==> src/rtl/fetch_unit.sv <==
// fetch_unit: PC generation, imem request issue and prefetch FIFO.
// Hands {pc, inst} to decode over a valid/ready handshake.
module fetch_unit #(
    parameter int                ADDR_W   = 32,
    parameter int                DATA_W   = 32,
    parameter int                DEPTH    = 4,
    parameter logic [ADDR_W-1:0] RESET_PC = '0
) (
    input  logic              clk,
    input  logic              reset,
    input  logic              redirect,
    input  logic [ADDR_W-1:0] redirect_pc,
    output logic              imem_req,
    output logic [ADDR_W-1:0] imem_addr,
    input  logic              imem_gnt,
    input  logic [DATA_W-1:0] imem_rdata,
    output logic              inst_valid,
    input  logic              inst_ready,
    output logic [DATA_W-1:0] inst,
    output logic [ADDR_W-1:0] inst_pc,
    output logic [ADDR_W-1:0] inst_pc4
);

    localparam int AW = $clog2(DEPTH);
    localparam int PW = AW + 1;
    localparam logic [PW:0] CAP = DEPTH[PW:0];

    typedef struct packed {
        logic [ADDR_W-1:0] pc;
        logic [DATA_W-1:0] inst;
    } entry_t;

    entry_t            mem [DEPTH];
    entry_t            head;
    logic [PW-1:0]     wptr;
    logic [PW-1:0]     rptr;
    logic [PW-1:0]     count;
    logic [PW:0]       credit;
    logic [ADDR_W-1:0] pc;
    logic [ADDR_W-1:0] req_pc;
    logic              inflight;
    logic              kill;
    logic              accept;
    logic              push;
    logic              pop;
    logic              unused_lsb;

    assign unused_lsb = ^redirect_pc[1:0];

    assign count  = wptr - rptr;
    assign credit = {1'b0, count} + {{PW{1'b0}}, inflight};

    // A pop in the same cycle does not free credit; keeps the path short.
    assign imem_req  = reset && !redirect && (credit < CAP);
    assign imem_addr = pc;
    assign accept    = imem_req && imem_gnt;
    assign push      = inflight && !kill;

    assign inst_valid = (count != '0);
    assign pop        = inst_valid && inst_ready;

    assign head     = mem[rptr[AW-1:0]];
    assign inst     = inst_valid ? head.inst : '0;
    assign inst_pc  = inst_valid ? head.pc : '0;
    assign inst_pc4 = inst_pc + ADDR_W'(4);

    // PC, in-flight tracking and FIFO pointers; redirect flushes everything.
    always_ff @(posedge clk) begin
        if (!reset) begin
            pc       <= RESET_PC;
            req_pc   <= '0;
            inflight <= 1'b0;
            kill     <= 1'b0;
            wptr     <= '0;
            rptr     <= '0;
        end else begin
            inflight <= accept;
            kill     <= redirect ? accept : 1'b0;
            if (accept) begin
                req_pc <= pc;
            end
            if (redirect) begin
                pc   <= {redirect_pc[ADDR_W-1:2], 2'b00};
                wptr <= '0;
                rptr <= '0;
            end else begin
                if (accept) begin
                    pc <= pc + ADDR_W'(4);
                end
                if (push) begin
                    wptr <= wptr + PW'(1);
                end
                if (pop) begin
                    rptr <= rptr + PW'(1);
                end
            end
        end
    end

    // FIFO storage; contents are don't-care until written.
    always_ff @(posedge clk) begin
        if (reset && !redirect && push) begin
            mem[wptr[AW-1:0]] <= '{pc: req_pc, inst: imem_rdata};
        end
    end

endmodule

==> config.mk <==
export PLATFORM = sky130hd
export DESIGN_NAME = fetch_unit
export DESIGN_NICKNAME = d
export VERILOG_FILES = /design/src/rtl/fetch_unit.sv
export SDC_FILE = /design/constraint.sdc
export NUM_CORES = 1
export LEC_CHECK = 0
export ABC_AREA = 1
export BUFFER_PORTS_ARGS = -buffer_cell sky130_fd_sc_hd__buf_4
export CAP_MARGIN = 40
export CELL_PAD_IN_SITES_DETAIL_PLACEMENT = 0
export CELL_PAD_IN_SITES_GLOBAL_PLACEMENT = 2
export CORE_ASPECT_RATIO = 2
export CORE_MARGIN = 2
export CORE_UTILIZATION = 35
export DETAILED_ROUTE_END_ITERATION = 12
export PLACE_DENSITY_LB_ADDON = 0.3
export SLEW_MARGIN = 20
export SYNTH_ARGS = -nofsm -noshare
export SYNTH_HDL_FRONTEND = slang
export SYNTH_SLANG_ARGS = --single-unit
==> constraint.sdc <==
create_clock -name clk -period 9.1 [get_ports clk]
set_input_delay 0.455 -clock clk [delete_from_list [all_inputs] [get_ports clk]]
set_output_delay 0.455 -clock clk [all_outputs]
set_load 0.02 [all_outputs]
==> out/metrics.yaml, run 1 <==
logic_synthesis:
  yosys_warnings: 0
  synth_most_common_cell: "nand2_1"
  synth_edf_count: 248
  synthArstFlopShare: 0
  synth-seq-cells: 318
  synthCells: 1555
  synthTopCellsByCount: "nand2_1 (353), edfxtp_1 (248), nor2_1 (207)"
  ys_types: 37
  synth_top_cell_by_area: "edfxtp_1"
  synth_area_leaders: "edfxtp_1 (51%), dfxtp_1 (9.5%), nand2_1 (9.0%)"
  synth_area_um2: 14720
  seq_area_frac_synth: 0.6012
  ys.flop_type: "edfxtp_1"
  synth.avg_cell_area_um2: 9.465
  synth_top_area_frac: 0.5060
cts:
  clock_tree.root_cell: "clkbuf_16"
  worstSkewPairLatency_ns: 0.56
  cts_hold_buf: 0
  clk_pin_slew_ns: 0.07
  ctsHtreeMaxLevel: 1
  ctsResizeCount: 0
  cts_buffers: 30
  cts_tree: "done"
  cts.path.max_buffers: 3
  cts_sinks: 318
  cts_setup_buffers: 0
detailed_routing:
  wl_um: 40320
  wl_per_cell_um: 17.62
  first_iter_violations: 533
  route.detailed.drc: 0
  antenna_left: 0
  vias: 10970
  drt_pre_antenna_iters: 7
  vias_per_cell: 4.792
sta:
  rsz0062_at_grt: "false"
  relSlewSlack: 0.4545
  min_period_ns: 4.955
  min_period_over_period: 0.5445
  setup_tns_ns: 0
  worst_pin_slew_ns: 0.8121
  maxSlewViolCount: 0
  setup_viol: 0
  fin_ws_ns: 4.145
  finalHoldViolCount: 0
  max_freq_mhz: 201.8
  skew_ns: 0.01206
worst_setup_path:
  rr_startpoint: "wptr[0]"
  worst_ep_required_time_ns: 8.65
  cp_common_cell: "nand2_1"
  reg2reg_to: "imem_addr[9]"
  cpPeakStageDelay_ns: 0.58
  crit_type: "flop to output port"
  ff2ff_path_depth: 14
  critPathArrivalTime_ns: 4.50
  crit_chain: "buf_4 > inv_2 > buf_4 > o21ai_0 > o21ai_1 > nand2_1 > inv_1 > ha_1 > nand2_1 > nor2_4 > nand2_2 > inv_2 > nand2_1 > o21ai_1 > nand2_1 > buf_4"
  critPathLaunchType: "flop"
  slowest_stage: "buf_4"
  critPathMaxFanout: 56
  crit_path_end_kind: "output port"
  r2r_setup_slack_ns: 6.11
global_routing:
  grt_pass1_vias: 11080
  grt_pass1_wl_um: 62470
  grt_max_degree: 72
  grt_usage: 0.1841
  antenna_found_initial: 0
  gr-total-overflow: 0
floorplanning:
  die_w_um: 149
  ioPinCount: 199
  rows: 106
  coreArea_um2: 41640
  die-area_um2: 43810
  initial_core_util: 0.3534
  die_h_um: 294
power_and_ir_drop:
  p_sw_frac: 0.2528
  peakVddDrop_mv: 0.1103
  power_frac_comb: 0.135
  switching_power_mw: 0.8632
  power.density_nw_per_um2: 192.0
  p_leak_nw: 7.299
  pwr-share-seq: 0.471
  p_int_mw: 2.552
  total_power_mw: 3.415
  clkPwrFrac: 0.395
run:
  max-cap-violations: 0
layout:
  fill_cells: 4118
  drive_gt1_frac: 0.2082
  area_delta_synth_final_pct: 20.84
  antenna_cells: 0
  nets: 1802
status:
  status: "finished clean"
placement:
  place_ws_ns: 4.548
  io_buffers: 190
  place_congestion: 0.8162
  hpwlAfterDp_um: 27770
worst_hold_path:
  whs_endpoint: "mem[1][9]"
  hold_depth: 1
  holdCritPathClass: "input pin to flop"
  hold_path_startpoint: "imem_rdata[9]"
[sequential cells by signal, indices dropped and copies added (netlist names), named ones only]
signal     cells
rptr           3
kill           1
mem          248
req_pc        30
wptr           3
inflight       1
imem_addr     30
[layout by cell type, fill, tap and decap left out, drive strengths merged, types with 3 or more instances in the layout]
cell type    n
clkbuf      40
a21oi       43
a22oi        3
dfxtp       70
o22ai       33
nand4        7
edfxtp     248
nor3        12
clkinv       8
buf        208
xor2        33
o21ai      117
xnor2        5
ha           8
inv        161
nand2      370
nor2       234
o211ai       3
clkinvlp     3
conb         7
nand3       95
bufinv       4
or2         33
[worst max-delay path, delay by kind of cell (launching register included)]
kind / cells / cell delay [ns]
AND/OR/NAND/NOR: 6 / 0.98
adder cells (fa/ha/maj): 1 / 0.24
buffers and inverters: 6 / 1.87
AO/OA/AOI/OAI: 3 / 0.48
flip-flops: 1 / 0.31
[through the flow]
| step | util | hold WS, ns | instance area [um^2] | instances |
|---|---|---|---|---|
| 2_1_floorplan | - | 0.4473 | 14740 | 1561 |
| 3_3_place_gp | 0.3969 | 0.4626 | 16530 | 2225 |
| 3_5_place_dp | 0.4002 | 0.4697 | 16660 | 2231 |
| 4_1_cts | 0.4264 | 0.05134 | 17760 | 2287 |
| 5_1_grt | 0.4271 | 0.06694 | 17780 | 2288 |
| 6_report | 0.4271 | 0.08855 | 17780 | 2288 |
[power groups by stage]
stage | combinational, mW | clock [mW] | sequential [mW]
after detailed placement | 0.462 | 0 | 1.64
after CTS | 0.464 | 1.39 | 1.61
after global routing | 0.503 | 1.45 | 1.61
after floorplan | 0.266 | 0 | 1.64
final | 0.460 | 1.35 | 1.61
after global placement | 0.457 | 0 | 1.64
[area by class of cell]
class	count	area [um^2]	share of cell area
Clock inverter	16	198.9	0.01119
Inverter	160	603.1	0.03391
Timing Repair Buffer	208	1672	0.09399
Tap cell	540	675.6	0.03799
Multi-Input combinational cell	1006	4888	0.2749
Clock buffer	40	893.4	0.05023
Sequential cell	318	8853	0.4978
[worst max-delay path by stage]
| stage | end | cells after the start | slack (ns) | from |
|---|---|---|---|---|
| 2_1_floorplan | mem[0][0] | 4 | 5.15 | redirect |
| 3_3_place_gp | inst_pc4[20] | 18 | 4.59 | wptr[0] |
| 3_5_place_dp | inst_pc4[20] | 18 | 4.55 | wptr[0] |
| 4_1_cts | inst_pc4[20] | 18 | 3.92 | wptr[0] |
| 5_1_grt | inst_pc4[20] | 16 | 3.78 | flop |
| 6_report | inst_pc4[20] | 16 | 4.15 | flop |
[cell families after synthesis]
family / count (synthesis) / share of synthesized area
and+or+nand+nor: 753 / 0.2252
xor gates and xnor gates: 38 / 0.02261
other: 1 / 0.0002548
AOI/OAI and AO/OA: 199 / 0.07150
adders and majority gates: 9 / 0.008162
DFF: 318 / 0.6012
buffers and inverters: 237 / 0.07107
[per-layer routing]
layer  global-route usage  vias to the layer above  share of wire
met4              0.07201                        0          0.037
met3              0.02031                       66          0.041
li1                     -                     5425              -
met5                    0                        -              0
met1               0.1971                     5206           0.37
met2               0.3602                      268           0.55
Power figures use the tool's default switching activity.
==> run 2: changes to the inputs <==
==> constraint.sdc (replaced) <==
create_clock -name clk -period 5.09 [get_ports clk]
set_input_delay 0.2545 -clock clk [delete_from_list [all_inputs] [get_ports clk]]
set_output_delay 0.2545 -clock clk [all_outputs]
set_load 0.02 [all_outputs]
==> run 2 against run 1 <==
Power rose by 78%; sequential power rose by 78%; non-clock buffer count rose by 50; wire length fell by 0.20%; critical path depth rose by 1; via count barely moved; cell count rose by 2.0%; register-to-register slack got worse by 4.0 ns; largest cell class unchanged.
==> out/metrics.yaml, run 2 (synthesized netlist as in run 1, its figures left out) <==
detailed_routing:
  wl_per_cell_um: 17.24  # -2.2%
  route.met3.wl_um: 1648  # -0.78%
  wl_um: 40240  # -0.20%
  routedLengthMet1_um: 14660  # -2.1%
  antenna_left: 0  # unchanged
  highest_layer: "met4"
  drt_pre_antenna_iters: 5  # -2
  vias_per_cell: 4.702  # -1.9%
  first_iter_violations: 428  # -20%
  route.detailed.drc: 0  # unchanged
  dr_wl_met2_um: 22500  # +1.5%
  vias: 10980  # +0.091%
global_routing:
  grt_usage: 0.1829  # -0.001127
  grt_pass1_wl_um: 61840  # -0.99%
  grt_pass1_vias: 11020  # -0.51%
  gr-total-overflow: 0  # unchanged
  antenna_found_initial: 0  # unchanged
  grt_max_degree: 69  # -4.2%
cts:
  cts.path.max_buffers: 3  # unchanged
  ctsHtreeMaxLevel: 1  # unchanged
  cts_buffers: 29  # -3.3%
  ctsResizeCount: 0  # unchanged
  clk_pin_slew_ns: 0.07  # about the same
  worstSkewPairLatency_ns: 0.56  # about the same
  cts_sinks: 318  # unchanged
  cts_tree: "done"
  clock_tree.root_cell: "clkbuf_16"
worst_setup_path:
  crit_path_end_kind: "output port"
  slowest_stage: "fa_1"
  crit_type: "flop to output port"
  critPathMaxFanout: 14  # -75%
  cp_top_family: "simple AND/OR/NAND/NOR gates"
  critPathLaunchType: "flop"
  cp_common_cell: "nand2_1"
  worst_ep_required_time_ns: 4.84  # -3.81 ns
  crit_path_start: "wptr[0]"
  cpPeakStageDelay_ns: 0.39  # -0.19 ns
  crit_chain: "inv_1 > ha_1 > fa_1 > inv_1 > nand3_1 > nand3_4 > nand2_1 > inv_1 > ha_1 > nand2_1 > nor2_4 > nand2_2 > inv_2 > nand2_1 > o21ai_1 > nand2_1 > buf_4"
  critPathArrivalTime_ns: 3.77  # -0.73 ns
  rr_startpoint: "wptr[0]"
  path_buf_inv: 5  # -1
power_and_ir_drop:
  p_sw_frac: 0.2589  # +0.006131
  power.density_nw_per_um2: 332.8  # +73%
  switching_power_mw: 1.571  # +82%
  p_leak_nw: 7.467  # +2.3%
  clkPwrFrac: 0.387  # -0.008
  power_frac_comb: 0.140  # +0.005
  total_power_mw: 6.068  # +78%
  p_int_mw: 4.497  # +76%
  pwr-share-seq: 0.473  # +0.002
  peakVddDrop_mv: 0.2316  # +110%
placement:
  place_congestion: 0.8360  # +2.4%
  io_buffers: 190  # unchanged
  hpwlAfterDp_um: 28690  # +3.3%
floorplanning:
  ioPinCount: 199  # unchanged
  initial_core_util: 0.3534  # unchanged
  coreArea_um2: 41640  # unchanged
  die-area_um2: 43810  # unchanged
  die_h_um: 294  # unchanged
  die_w_um: 149  # unchanged
  rows: 106  # unchanged
run:
  max-cap-violations: 0  # unchanged
sta:
  min_period_over_period: 0.7898
  finalHoldViolCount: 0  # unchanged
  maxSlewViolCount: 0  # unchanged
  setup_tns_ns: 0  # unchanged
  max_freq_mhz: 248.8
  worst_pin_slew_ns: 0.8489  # +0.03683 ns
  rsz0062_at_grt: "false"
  whs_ns: 0.02005  # -0.06849 ns
  relSlewSlack: 0.4297  # -0.02474
  setup_viol: 0  # unchanged
  skew_ns: 0.01599  # +0.003935 ns
  min_period_ns: 4.020
layout:
  seqCellArea_um2: 8853  # unchanged
  nets: 1851  # +2.7%
  mostFrequentLayoutCell: "nand2_1"
  antenna_cells: 0  # unchanged
  multi_input_area_um2: 4888  # unchanged
  area_delta_synth_final_pct: 23.90
  drive_gt1_frac: 0.2023  # -0.005897
  largest_reg_flops: 248  # unchanged
  fill_cells: 4070  # -1.2%
  final_cell_mix: "nand2_1 (353), edfxtp_1 (248), nor2_1 (203)"
worst_hold_path:
  holdCritPathClass: "input pin to flop"
  hold_path_startpoint: "redirect_pc[17]"
status:
  status: "finished clean"
[run 2: cell types whose count changed in the layout (fill, tap and decap cells not counted), sizes merged]
cell	previous run	this run
buf	208	211
bufinv	4	6
clkbuf	40	29
clkinv	8	6
clkinvlp	3	6
dlygate4sd3	0	47
inv	161	165
[run 2: final cells by class]
type                    instances  area share
repair buffers                258      0.1201
flip-flops and latches        318      0.4855
inverters                     160     0.03307
clock buffers                  29     0.03980
multi-input cells            1006      0.2681
well taps                     540     0.03705
clock inverters                23     0.01640
[run 2: final timing paths]
check	slack (ns)	end	cells after the start
worst min register to register	0.48	rptr[2]	2
worst max-delay path	1.07	inst_pc4[20]	17
worst min-delay path	0.02	imem_addr[17]	5
worst max register to register	2.11	imem_addr[14]	16
[run 2: per-layer routing]
| metal | track usage | up-vias |
|---|---|---|
| li1 | - | 5527 |
| met1 | 0.1894 | 5122 |
| met2 | 0.3656 | 254 |
| met3 | 0.02171 | 72 |
| met4 | 0.06852 | 0 |
| met5 | 0 | - |
[run 2: power groups by stage]
stage / registers (mW) / clock network [mW] / logic, mW
6_report: 2.87 / 2.35 / 0.847
5_1_grt: 2.88 / 2.51 / 0.926
4_1_cts: 2.87 / 2.42 / 0.860
3_5_place_dp: 2.93 / 0 / 0.828
3_3_place_gp: 2.93 / 0 / 0.822
2_1_floorplan: 2.93 / 0 / 0.476
[run 2: repair_timing]
item,in CTS,in global routing
hold endpoints to repair,142,1
hold buffers,46,1
setup buffers,0,0
endpoints found under the setup margin,0,0
[run 2: tightest hold or removal path: stages]
cell      delay [ns]
buf_4           0.08
nand2_1         0.05
o211ai_1        0.08
nand2_1         0.05
inv_1           0.04
[run 2: through the flow]
stage	instances	area, um^2	setup slack [ns]	utilization
after global routing	2334	18240	0.7572	0.4379
after floorplan	1561	14740	1.336	-
after detailed placement	2234	16720	1.568	0.4015
after global placement	2230	16620	1.618	0.3990
after CTS	2332	18210	0.9530	0.4371
final	2334	18240	1.070	0.4379
==> run 3: changes to the inputs <==
--- a/config.mk
+++ b/config.mk
@@ -12,7 +12,7 @@
 export CELL_PAD_IN_SITES_GLOBAL_PLACEMENT = 2
 export CORE_ASPECT_RATIO = 2
 export CORE_MARGIN = 2
-export CORE_UTILIZATION = 35
+export CORE_UTILIZATION = 33
 export DETAILED_ROUTE_END_ITERATION = 12
 export PLACE_DENSITY_LB_ADDON = 0.3
 export SLEW_MARGIN = 20
==> constraint.sdc (replaced) <==
create_clock -name clk -period 3.68 [get_ports clk]
set_input_delay 0.184 -clock clk [delete_from_list [all_inputs] [get_ports clk]]
set_output_delay 0.184 -clock clk [all_outputs]
set_load 0.02 [all_outputs]
==> run 3 against run 2 <==
Critical path depth is the same; clock power up 45%; sequential share of layout area down 1.1 points; core utilization down 1.4 points; cell area rose by 2.4%; largest power group unchanged; power increased by 43%; largest cell class unchanged; wire length rose by 5.5%; sequential power increased by 38%; register-to-register slack lost 1.1 ns; die area rose by 5.9%.
==> out/metrics.yaml, run 3 (synthesized netlist as in run 1, its figures left out) <==
detailed_routing:
  vias_per_cell: 4.732  # +0.64%
  vias: 11250  # +2.5%
  dr_wl_met2_um: 23660  # +5.2%
  wl_um: 42440  # +5.5%
  route.met3.wl_um: 1438  # -13%
  wl_per_cell_um: 17.85  # +3.5%
  first_iter_violations: 525  # +23%
  route.detailed.drc: 0  # unchanged
  routedLengthMet1_um: 15770  # +7.6%
  highest_layer: "met4"
  drt_pre_antenna_iters: 7  # +2
  antenna_left: 0  # unchanged
floorplanning:
  rows: 109  # +2.8%
  coreArea_um2: 44050  # +5.8%
  ioPinCount: 199  # unchanged
  initial_core_util: 0.3341  # -0.01930
  die-area_um2: 46410  # +5.9%
  die_w_um: 153.3  # +2.9%
  die_h_um: 302.7  # +2.9%
layout:
  mostFrequentLayoutCell: "nand2_1"
  instances_no_fill: 2378  # +1.9%
  area_delta_synth_final_pct: 26.82
  fill_cells: 4350  # +6.9%
  seqCellArea_um2: 8855  # about the same
  final_cell_mix: "nand2_1 (352), edfxtp_1 (248), buf_4 (208)"
  drive_gt1_frac: 0.2123  # +0.009946
  nets: 1877  # +1.4%
  final_area_um2: 18670  # +2.4%
  antenna_cells: 0  # unchanged
  largest_reg_flops: 248  # unchanged
  multi_input_area_um2: 4949  # +1.2%
global_routing:
  grt_pass1_vias: 11380  # +3.2%
  antenna_found_initial: 0  # unchanged
  gr-total-overflow: 0  # unchanged
  grt_pass1_wl_um: 65020  # +5.1%
  grt_max_degree: 63  # -8.7%
  grt_usage: 0.1797  # -0.003249
sta:
  skew_ns: 0.01715  # +0.001161 ns
  worst_pin_slew_ns: 0.8860  # +0.03714 ns
  fin_ws_ns: 0.2200  # -0.8500 ns
  relSlewSlack: 0.4048  # -0.02495
  min_period_over_period: 0.9402
  min_period_ns: 3.460
  max_freq_mhz: 289.0
  maxSlewViolCount: 0  # unchanged
  setup_viol: 0  # unchanged
  rsz0062_at_grt: "false"
  finalHoldViolCount: 0  # unchanged
status:
  status: "finished clean"
placement:
  io_buffers: 190  # unchanged
  place_congestion: 0.8176  # -2.2%
  place_ws_ns: 0.4103  # -1.158 ns
  hpwlAfterDp_um: 28790  # +0.36%
  dp_cells: 2254  # +0.90%
  dpl_cell_area_um2: 16770  # +0.28%
cts:
  worstSkewPairLatency_ns: 0.57  # about the same
  ctsHtreeMaxLevel: 1  # unchanged
  clk_pin_slew_ns: 0.07  # about the same
  clock_tree.root_cell: "clkbuf_16"
  cts_sinks: 318  # unchanged
  cts_buffers: 30  # +3.4%
  cts_tree: "done"
  cts.path.max_buffers: 3  # unchanged
worst_setup_path:
  critPathArrivalTime_ns: 3.28  # -0.49 ns
  critPathMaxFanout: 6  # -8
  crit_type: "flop to output port"
  worst_ep_required_time_ns: 3.50  # -1.34 ns
  critPathLaunchType: "flop"
  crit_chain: "inv_2 > ha_1 > fa_1 > nand2_1 > inv_1 > nand3_4 > nand2_4 > inv_1 > ha_1 > nand2_1 > nor2_4 > buf_12 > nand2_2 > inv_2 > nand2_1 > xor2_1 > buf_4"
  cpPeakStageDelay_ns: 0.51  # +0.12 ns
  cp_common_cell: "nand2_1"
  crit_path_end_kind: "output port"
  slowest_stage: "fa_1"
worst_hold_path:
  holdCritPathClass: "input pin to flop"
run:
  max-cap-violations: 0  # unchanged
power_and_ir_drop:
  total_power_mw: 8.666  # +43%
  power.density_nw_per_um2: 464.3  # +40%
  peakVddDrop_mv: 0.3537  # +53%
  p_leak_nw: 7.643  # +2.4%
run 3: cell type report:
cell class	count	share of cell area
sequential	318	0.4744
multi-input combinational	1006	0.2651
timing repair buffer	283	0.1323
clock buffer	31	0.04156
tap	555	0.03720
inverter	160	0.03231
clock inverter	25	0.01716
run 3: metal layers:
layer,up-vias,GRT usage
met1,5333,0.1872
met3,75,0.01943
met4,0,0.06073
li1,5581,-
met2,264,0.3666
met5,-,0
run 3: final timing paths:
check	cells past startpoint	to	start	slack (ns)
worst min-delay path	4	flop	inst_ready	0.01
worst max register to register	10	imem_addr[2]	wptr[0]	1.05
worst min register to register	2	rptr[2]	rptr[2]	0.48
worst max-delay path	17	inst_pc4[12]	wptr[0]	0.22
run 3: where the power goes:
part / internal [mW] / total, mW / switching [mW]
clock network: 2.03 / 3.41 / 1.38
logic: 0.496 / 1.28 / 0.786
registers: 3.91 / 3.97 / 0.0650
total: 6.43 / 8.67 / 2.23
run 3: through the flow:
step                hold slack, ns  setup TNS [ns]    util
finish                    0.009810               0  0.4237
global route               0.04724               0  0.4237
global placement            0.3827               0  0.3806
floorplan                   0.2829         -0.7264       -
detailed placement          0.3888               0  0.3806
CTS                      0.0009699               0  0.4217
run 3: critical path: cells and delay by family, from the launching register on:
kind,cells,cell delay [ns]
fa+ha+maj,3,0.93
simple gates,7,0.67
buf+inv,6,0.57
flops,1,0.35
xor+xnor,1,0.17
run 3: timing repair:
item                                    CTS  global route
resized for setup                         2            15
buffers inserted                          5             0
gates cloned                              1             1
pin swaps                                 1             1
endpoints found under the setup margin   23            16
endpoints found under the hold margin   157             0
hold buffers                             61             0
